==> src/rtl/alu_logic_arbiter_pkg.sv <==
// Purpose: shared opcode and FSM-state definitions for the logic-unit arbiter.
// Latency: n/a (definitions only).
// Backpressure: n/a (definitions only).
//
// Contents: OP_* opcode constants and the state_t encoding.
package alu_logic_arbiter_pkg;

  localparam logic [1:0] OP_AND = 2'b00;
  localparam logic [1:0] OP_OR  = 2'b01;
  localparam logic [1:0] OP_XOR = 2'b10;
  localparam logic [1:0] OP_NOT = 2'b11;

  typedef enum logic [1:0] {
    IDLE = 2'b00,
    EXEC = 2'b01,
    HOLD = 2'b10
  } state_t;

endpackage

==> src/rtl/alu_logic_arbiter_logic_unit.sv <==
// Purpose: WIDTH-bit bitwise AND/OR/XOR/NOT selected by a 2-bit opcode.
// Latency: purely combinational.
// Backpressure: none, the output always follows the inputs.
//
// Ports: op (opcode), a/b (operands, b unused for NOT), y (result).
module logic_unit
  import alu_logic_arbiter_pkg::*;
#(
  parameter int WIDTH = 16
) (
  input  logic [1:0]       op,
  input  logic [WIDTH-1:0] a,
  input  logic [WIDTH-1:0] b,
  output logic [WIDTH-1:0] y
);

  logic [WIDTH-1:0] and_y;
  logic [WIDTH-1:0] or_y;
  logic [WIDTH-1:0] xor_y;
  logic [WIDTH-1:0] not_y;

  // One gate of each kind per bit position; the opcode only picks a row.
  for (genvar i = 0; i < WIDTH; i++) begin : g_bit
    assign and_y[i] = a[i] & b[i];
    assign or_y[i]  = a[i] | b[i];
    assign xor_y[i] = a[i] ^ b[i];
    assign not_y[i] = ~a[i];
  end

  always_comb begin
    y = and_y;
    case (op)
      OP_AND:  y = and_y;
      OP_OR:   y = or_y;
      OP_XOR:  y = xor_y;
      OP_NOT:  y = not_y;
      default: y = and_y;
    endcase
  end

endmodule

==> src/rtl/alu_logic_arbiter.sv <==
// Purpose: round-robin share of one bitwise logic unit between two requesters.
// Latency: grant edge to res_valid is 2 edges; minimum issue interval 3 cycles.
// Backpressure: result held in HOLD until res_ack; no grants are issued meanwhile.
//
// Ports: clk/rst_n; per requester reqN/opN/aN/bN in, gntN out (combinational,
// IDLE only); res_valid/res_data/res_id out with res_ack in; busy; op_count.
module alu_logic_arbiter
  import alu_logic_arbiter_pkg::*;
#(
  parameter int WIDTH = 16,
  parameter int CNTW  = 16
) (
  input  logic             clk,
  input  logic             rst_n,
  input  logic             req0,
  input  logic [1:0]       op0,
  input  logic [WIDTH-1:0] a0,
  input  logic [WIDTH-1:0] b0,
  output logic             gnt0,
  input  logic             req1,
  input  logic [1:0]       op1,
  input  logic [WIDTH-1:0] a1,
  input  logic [WIDTH-1:0] b1,
  output logic             gnt1,
  output logic             res_valid,
  output logic [WIDTH-1:0] res_data,
  output logic             res_id,
  input  logic             res_ack,
  output logic             busy,
  output logic [CNTW-1:0]  op_count
);

  state_t           state_q, state_d;
  logic             ptr_q, ptr_d;        // 0 favours requester 0
  logic [1:0]       cap_op_q, cap_op_d;
  logic [WIDTH-1:0] cap_a_q, cap_a_d;
  logic [WIDTH-1:0] cap_b_q, cap_b_d;
  logic             cap_id_q, cap_id_d;
  logic             res_valid_q, res_valid_d;
  logic [WIDTH-1:0] res_data_q, res_data_d;
  logic             res_id_q, res_id_d;
  logic [CNTW-1:0]  op_count_q, op_count_d;
  logic [WIDTH-1:0] lu_y;

  // The logic unit only ever sees captured operands, so requester-side
  // operand changes after the grant cannot disturb the in-flight result.
  logic_unit #(.WIDTH(WIDTH)) u_logic_unit (
    .op (cap_op_q),
    .a  (cap_a_q),
    .b  (cap_b_q),
    .y  (lu_y)
  );

  // Grants are gated by rst_n so every output reads 0 while reset is held,
  // even with requests pending.
  assign gnt0 = rst_n && (state_q == IDLE) && req0 && (!req1 || !ptr_q);
  assign gnt1 = rst_n && (state_q == IDLE) && req1 && (!req0 ||  ptr_q);

  assign res_valid = res_valid_q;
  assign res_data  = res_data_q;
  assign res_id    = res_id_q;
  assign busy      = (state_q != IDLE);
  assign op_count  = op_count_q;

  always_comb begin
    state_d     = state_q;
    ptr_d       = ptr_q;
    cap_op_d    = cap_op_q;
    cap_a_d     = cap_a_q;
    cap_b_d     = cap_b_q;
    cap_id_d    = cap_id_q;
    res_valid_d = res_valid_q;
    res_data_d  = res_data_q;
    res_id_d    = res_id_q;
    op_count_d  = op_count_q;

    case (state_q)
      IDLE: begin
        if (gnt0) begin
          cap_op_d = op0;
          cap_a_d  = a0;
          cap_b_d  = b0;
          cap_id_d = 1'b0;
          state_d  = EXEC;
        end else if (gnt1) begin
          cap_op_d = op1;
          cap_a_d  = a1;
          cap_b_d  = b1;
          cap_id_d = 1'b1;
          state_d  = EXEC;
        end
      end
      EXEC: begin
        res_data_d  = lu_y;
        res_id_d    = cap_id_q;
        res_valid_d = 1'b1;
        state_d     = HOLD;
      end
      HOLD: begin
        if (res_ack) begin
          res_valid_d = 1'b0;
          op_count_d  = op_count_q + CNTW'(1);
          ptr_d       = ~res_id_q;   // next contention goes to the other side
          state_d     = IDLE;
        end
      end
      default: state_d = IDLE;
    endcase
  end

  always_ff @(posedge clk or negedge rst_n) begin
    if (!rst_n) begin
      state_q     <= IDLE;
      ptr_q       <= 1'b0;
      cap_op_q    <= 2'b00;
      cap_a_q     <= '0;
      cap_b_q     <= '0;
      cap_id_q    <= 1'b0;
      res_valid_q <= 1'b0;
      res_data_q  <= '0;
      res_id_q    <= 1'b0;
      op_count_q  <= '0;
    end else begin
      state_q     <= state_d;
      ptr_q       <= ptr_d;
      cap_op_q    <= cap_op_d;
      cap_a_q     <= cap_a_d;
      cap_b_q     <= cap_b_d;
      cap_id_q    <= cap_id_d;
      res_valid_q <= res_valid_d;
      res_data_q  <= res_data_d;
      res_id_q    <= res_id_d;
      op_count_q  <= op_count_d;
    end
  end

endmodule
==> config.mk <==
export PLATFORM = sky130hd
export DESIGN_NAME = alu_logic_arbiter
export DESIGN_NICKNAME = d
export VERILOG_FILES = /design/src/rtl/alu_logic_arbiter_pkg.sv /design/src/rtl/alu_logic_arbiter_logic_unit.sv /design/src/rtl/alu_logic_arbiter.sv
export SDC_FILE = /design/constraint.sdc
export NUM_CORES = 1
export LEC_CHECK = 0
export CAP_MARGIN = 20
export CORE_UTILIZATION = 49
export DETAILED_ROUTE_END_ITERATION = 7
export PLACE_DENSITY = 0.81
export SETUP_SLACK_MARGIN = 0.15
export SLEW_MARGIN = 40
export SYNTH_ARGS = -nofsm -noshare
export SYNTH_HDL_FRONTEND = slang
export SYNTH_SLANG_ARGS = --single-unit
==> constraint.sdc <==
create_clock -name clk -period 1.7 [get_ports clk]
set_input_delay 0.34 -clock clk [delete_from_list [all_inputs] [get_ports clk]]
set_output_delay 0.34 -clock clk [all_outputs]
set_load 0.01 [all_outputs]
==> flow_summary_export.csv, run 1 <==
group,metric,value,unit
power,finalPower,9.148,mW
floorplanning,coreArea,0.008175,mm²
sta,slew_viol_final,0,
floorplanning,die_x,93.69,µm
layout,seq_area,0.001803,mm²
global_routing,antenna_found_initial,0,
layout,final_area,0.006235,mm²
synth,synthSimpleGateAreaFrac,15.19,%
layout,layout-drive-gt1-share,30.98,%
drt,vias,3499,
drt,first_iter_violations,137,
sta,slew_headroom,57.64,%
sta,final-setup-viol-count,1,
layout,diodes,0,
clocking,cts-root-buf,"clkbuf_8",
flow_run,maxCapViolCount,0,
global_routing,grtUsageTotal,22.78,%
sta,tightest_slew,0.6354,ns
drt,vias_per_cell,5.101,
sta,min_period_over_period,101.4,%
sta,finalCriticalPeriod,1.725,ns
worst_setup_path,r2r-start,"state_q[0]",
worst_setup_path,critPathMaxStageDelay,0.41,ns
worst_setup_path,worstPathRequired,1.36,ns
layout,utilization,76.26,%
layout,multi_input_area,0.002221,mm²
synth,ys.warnings.count,0,
worst_hold_path,hold_path.class,"input pin to asynchronous set/reset pin",
synth,synth_cells,407,
sta,fin_ws,-0.02465,ns
placed_design,dpl_cell_area,0.005371,mm²
worst_setup_path,worstPathMaxFanout,2,
drt,ant_nets,0,
clocking,cts_buffers,9,
worst_setup_path,critical_path_buf_inv_count,3,
layout,syn_to_final_growth,51.37,%
placed_design,dp.cells,620,
worst_setup_path,cpMaxStageDelayCell,"dfrtp_1",
synth,syn_avg_cell_area,10.12,µm²
clocking,insertion_delay,0.33,ns
worst_setup_path,worstSetupStartpoint,"state_q[0]",
synth,synthDistinctLibCells,30,
worst_setup_path,path_class,"flip-flop to output pin",
global_routing,overflow,0,
drt,wirelength,9788,µm
synth,synth_sequential_area_ratio,43.74,%
synth,synthAdderAreaFrac,10.02,%
drt,routedWlPerCell,14.27,µm
synth,syn-num-nets,513,
placed_design,place_hpwl,6560,µm
power,leakage,2.998,nW
floorplanning,io_pins,110,
synth,synth_xor_area_share,3.190,%
outcome,status,"finished, violations left",
power,cellPowerDensity,1467,mW/mm²
global_routing,grt_max_degree,73,
floorplanning,dieArea,0.008777,mm²
power,peakVddDrop,623.5,µV
worst_setup_path,path_delay_family,"flip-flops",
layout,most-common-layout-cells,"nand2_1 (78), dfrtp_1 (71), clkdlybuf4s50_1 (71)",
sta,timing.hold.ws,0.1114,ns
clocking,cts_buffer_depth,2,
global_routing,grt_pass1_vias,3448,
worst_setup_path,path_cells,"nor3b_4 > buf_6 > nand3_4 > inv_4 > buf_6",
layout,layout_commonest_cell,"nand2_1",
outcome,violations,"setup timing",
clocking,htreeDepth,3,
floorplanning,die_h,93.69,µm
sta,finalHoldViolCount,0,
worst_setup_path,critical_path_arrival,1.38,ns
synth,synth-compound-area-share,5.954,%
layout,fin_cells,686,
placed_design,io_buffers,109,
synth,synth_top_family_by_area,"simple AND/OR/NAND/NOR gates",
synth,muxShareOfSynthArea,13.40,%
layout,fin_nets,682,
drt,firstDrtPassIters,4,
worst_setup_path,endpoint_kind,"output pin",
layout,fill_cells,526,
sta,grt_setup_unrepaired,"yes",
floorplanning,start_util,50.38,%
clocking,clkSlewWorstSetupHoldPaths,0.08,ns
placed_design,gp_congestion,0.7757,
drt,drc,0,
synth,syn_area,0.004119,mm²
sta,max_freq,579.8,MHz
sta,fin_worst_skew,0.007111,ns
synth,synth-seq-cells,72,
worst_setup_path,cp_common_cell,"buf_6",
floorplanning,row_count,33,
clocking,cts.sinks,72,
clocking,cts_tree,"built",
global_routing,grt_pass1_wl,15440,µm
worst_setup_path,cp-start-kind,"flip-flop",
what timing repair did:
item | in CTS | in global routing
setup endpoints to repair | 84 | 58
pin swaps | 9 | 13
hold buffers | 0 | 0
setup buffers | 32 | 18
gates resized for setup | 70 | 56
where the power goes:
group | leakage (nW) | internal (mW) | total, mW | switching (mW)
registers | 0.849 | 2.37 | 2.87 | 0.509
clock network | 0.119 | 0.977 | 1.64 | 0.661
logic | 2.03 | 2.75 | 4.64 | 1.89
area by class of cell:
type / instances / area share [%]
multi-input combinational: 263 / 35.62
clock buffer: 9 / 1.987
timing repair buffer: 178 / 26.27
sequential: 72 / 28.92
clock inverter: 7 / 1.927
tap: 105 / 2.107
inverter: 52 / 3.171
path summary, 6_finish.rpt:
| path | depth (start not counted) | end | slack (ns) |
|---|---|---|---|
| worst min register to register | 1 | op_count[15] | 0.48 |
| max in group asynchronous | 2 | op_count[7] | 1.11 |
| worst max-delay path | 5 | gnt0 | -0.02 |
| worst min-delay path | 2 | res_data[3] | 0.11 |
| worst max register to register | 8 | cap_a_q[3] | 0.01 |
| min in group clk | 1 | op_count[15] | 0.48 |
cell families after synthesis:
logic type | after synthesis
multiplexers | 33
XOR/XNOR | 15
buffers and inverters | 72
AO/OA/AOI/OAI | 40
adder cells (fa/ha/maj) | 33
flip-flops | 72
AND/OR/NAND/NOR | 142
sequential cells by signal (all words and copies together) (netlist names), 2 cells and up:
signal	cells
cap_a_q	16
state_q	2
cap_b_q	16
cap_op_q	2
op_count	16
res_data	16
per-layer routing:
metal	part of all wire (%)	global-route usage (%)
met3	3.4	3.074
met5	0	0
met4	2.5	9.359
met1	42	27.55
met2	52	40.69
cells in the mapped netlist:
library cell | number | share of area (%)
o21ai_0 | 2 | 0.24
mux4_2 | 16 | 8.7
and4_1 | 1 | 0.21
clkbuf_1 | 3 | 0.27
nand3b_4 | 1 | 0.49
xor2_1 | 6 | 1.3
nand2b_1 | 1 | 0.15
o21a_1 | 1 | 0.18
xnor2_1 | 9 | 1.9
buf_2 | 5 | 0.61
or2_2 | 2 | 0.30
inv_1 | 51 | 4.6
nand4_1 | 3 | 0.46
and3_1 | 2 | 0.30
mux2_2 | 17 | 4.6
buf_4 | 5 | 0.91
dfrtp_1 | 72 | 44
nor2_1 | 41 | 3.7
nor3b_4 | 1 | 0.46
inv_4 | 1 | 0.15
nor3_1 | 2 | 0.24
nand3_1 | 7 | 0.85
nand2_1 | 78 | 7.1
or2b_1 | 1 | 0.18
ha_1 | 33 | 10
nand3_4 | 1 | 0.43
buf_6 | 7 | 1.9
a31oi_1 | 34 | 5.2
a21oi_1 | 3 | 0.36
or3_4 | 1 | 0.27
stage by stage:
step / setup slack [ns] / TNS (ns)
floorplan: 0.2125 / 0
global placement: -0.2717 / -3.313
detailed placement: -0.2800 / -4.732
CTS: -0.02399 / -0.02399
global route: -0.09410 / -1.774
finish: -0.02465 / -0.02465
No activity file was read; power rests on OpenSTA's default activity.
==> inputs of run 2 (changes only) <==
Settings changed: REMOVE_ABC_BUFFERS set to 1, SKIP_LAST_GASP set to 1.
==> flow_summary_export.csv, run 2 (synthesized netlist as in run 1, its figures left out) <==
group,metric,value,unit
outcome,status,"finished, violations left",
outcome,violations,"setup timing",
sta,fin_worst_skew,0.01330,ns
floorplanning,die_x,93.69,µm
layout,fill_cells,524,
placed_design,dp.cells,616,
sta,fin_ws,-0.05027,ns
drt,drc,0,
layout,syn_to_final_growth,53.89,%
clocking,cts_buffers,9,
floorplanning,io_pins,110,
clocking,cts.sinks,72,
floorplanning,coreArea,0.008175,mm²
worst_setup_path,path_cells,"nor3b_4 > buf_6 > nand3_4 > clkinv_4 > buf_6",
sta,finalCriticalPeriod,1.750,ns
global_routing,grt_pass1_wl,15650,µm
drt,firstDrtPassIters,4,
sta,grt_setup_unrepaired,"yes",
global_routing,antenna_found_initial,0,
global_routing,grt_max_degree,73,
global_routing,grt_pass1_vias,3405,
layout,most-common-layout-cells,"nand2_1 (77), dfrtp_1 (71), clkdlybuf4s50_1 (71)",
drt,first_iter_violations,121,
drt,vias,3602,
layout,fin_cells,692,
drt,ant_nets,0,
worst_setup_path,critical_path_arrival,1.41,ns
sta,finalHoldViolCount,0,
worst_setup_path,path_delay_family,"flip-flops",
clocking,htreeDepth,3,
sta,max_freq,571.3,MHz
global_routing,overflow,0,
clocking,insertion_delay,0.34,ns
sta,slew_viol_final,0,
clocking,cts-hold-fix-buffers,0,
floorplanning,dieArea,0.008777,mm²
placed_design,place_hpwl,6380,µm
global_routing,grtUsageTotal,23.23,%
layout,utilization,77.53,%
power,peakVddDrop,694.4,µV
flow_run,maxCapViolCount,0,
power,pwr-share-comb,51.9,%
drt,wirelength,11270,µm
placed_design,gp_congestion,0.7815,
sta,min_period_over_period,103.0,%
clocking,cts_tree,"built",
drt,vias_per_cell,5.205,
layout,fin_nets,688,
worst_setup_path,cp-start-kind,"flip-flop",
layout,diodes,0,
drt,routedWlPerCell,16.28,µm
power,pwr-share-clk,15.9,%
clocking,cts_buffer_depth,2,
layout,layout-drive-gt1-share,28.96,%
sta,tightest_slew,0.6642,ns
power,cellPowerDensity,1400,mW/mm²
clocking,cts-root-buf,"clkbuf_8",
layout,final_area,0.006339,mm²
layout,layout_commonest_cell,"nand2_1",
worst_setup_path,worstPathMaxFanout,3,
sta,final-setup-viol-count,2,
placed_design,io_buffers,109,
worst_setup_path,cp_common_cell,"buf_6",
power,switching_power,3.073,mW
power,p_int,5.800,mW
worst_setup_path,path_class,"flip-flop to output pin",
worst_setup_path,endpoint_kind,"output pin",
worst_setup_path,cpMaxStageDelayCell,"dfrtp_1",
sta,slew_headroom,55.72,%
clocking,clkSlewWorstSetupHoldPaths,0.08,ns
worst_setup_path,critPathMaxStageDelay,0.42,ns
floorplanning,row_count,33,
power,leakage,3.066,nW
floorplanning,start_util,50.38,%
placed_design,dpl_cell_area,0.005366,mm²
worst_setup_path,critical_path_buf_inv_count,3,
sta,fin_tns_setup,-0.05521,ns
worst_hold_path,hold_path.class,"input pin to asynchronous set/reset pin",
worst_setup_path,worstPathRequired,1.36,ns
power,power_frac_seq,32.3,%
power,switching_share,34.63,%
floorplanning,die_h,93.69,µm
[run 2: cell types whose count changed in the layout (fill, tap and decap cells not counted), moves of 6 or more]
cell / before / now
ha_1: 13 / 22
inv_2: 24 / 14
mux2_4: 16 / 5
mux2_2: 1 / 12
inv_1: 27 / 37
ha_2: 8 / 2
[run 2: power groups by stage]
| stage | clock, mW | sequential, mW | combinational (mW) |
|---|---|---|---|
| final | 1.41 | 2.86 | 4.60 |
| after global routing | 1.49 | 2.94 | 5.04 |
| after floorplan | 0 | 3.03 | 1.94 |
| after CTS | 1.39 | 2.83 | 3.87 |
| after global placement | 0 | 2.88 | 3.38 |
| after detailed placement | 0 | 2.93 | 3.59 |
[run 2: path summary, 6_finish.rpt]
check,from,end,slack (ns),depth (start not counted)
setup / recovery,state_q[1],gnt0,-0.05,5
hold / removal,rst_n,op_count[5],0.12,2
setup reg to reg,state_q[1],cap_a_q[10],0,9
hold reg to reg,op_count[15],op_count[15],0.48,1
max in group asynchronous,rst_n,op_count[7],1.09,2
min in group clk,op_count[15],op_count[15],0.48,1
[run 2: final cells by class]
class                   instances  area [µm²]  area share [%]
clock buffers                  13       158.9           2.507
clock inverters                 3       40.04          0.6317
inverters                      52       200.2           3.158
multi-input cells             263        2185           34.47
flip-flops and latches         72        1803           28.44
well taps                     105       131.4           2.073
repair buffers                184        1821           28.72
[run 2: metal layers]
| metal | routed length, µm | vias up | track usage (%) |
|---|---|---|---|
| li1 | - | 1692 | - |
| met1 | 4425 | 1766 | 27.67 |
| met2 | 6014 | 114 | 41.91 |
| met3 | 518 | 30 | 3.964 |
| met4 | 306 | 0 | 8.333 |
| met5 | 0 | - | 0 |
[run 2: through the flow]
| step | setup slack (ns) | power, mW | hold WS (ns) |
|---|---|---|---|
| finish | -0.05027 | 8.874 | 0.1169 |
| floorplan | -0.5776 | 4.974 | 0.04441 |
| detailed placement | -0.2889 | 6.518 | 0.4773 |
| CTS | -0.06004 | 8.098 | 0.1479 |
| global route | -0.09703 | 9.471 | 0.1783 |
| global placement | -0.2774 | 6.253 | 0.4622 |
[run 2: repair_timing]
| action | 4_1_cts | 5_1_grt |
|---|---|---|
| pin swaps | 8 | 24 |
| gates cloned | 0 | 5 |
| hold endpoints to repair | 0 | 0 |
| setup buffers | 29 | 26 |
| setup endpoints to repair | 87 | 64 |
| gates resized for setup | 65 | 55 |
[run 2: worst register-to-register path, delay by kind of cell (launching register included)]
| family | cells | cell delay, ns |
|---|---|---|
| and+or+nand+nor | 3 | 0.41 |
| buffers and inverters | 5 | 0.61 |
| DFF | 1 | 0.42 |
| AOI/OAI and AO/OA | 1 | 0.19 |
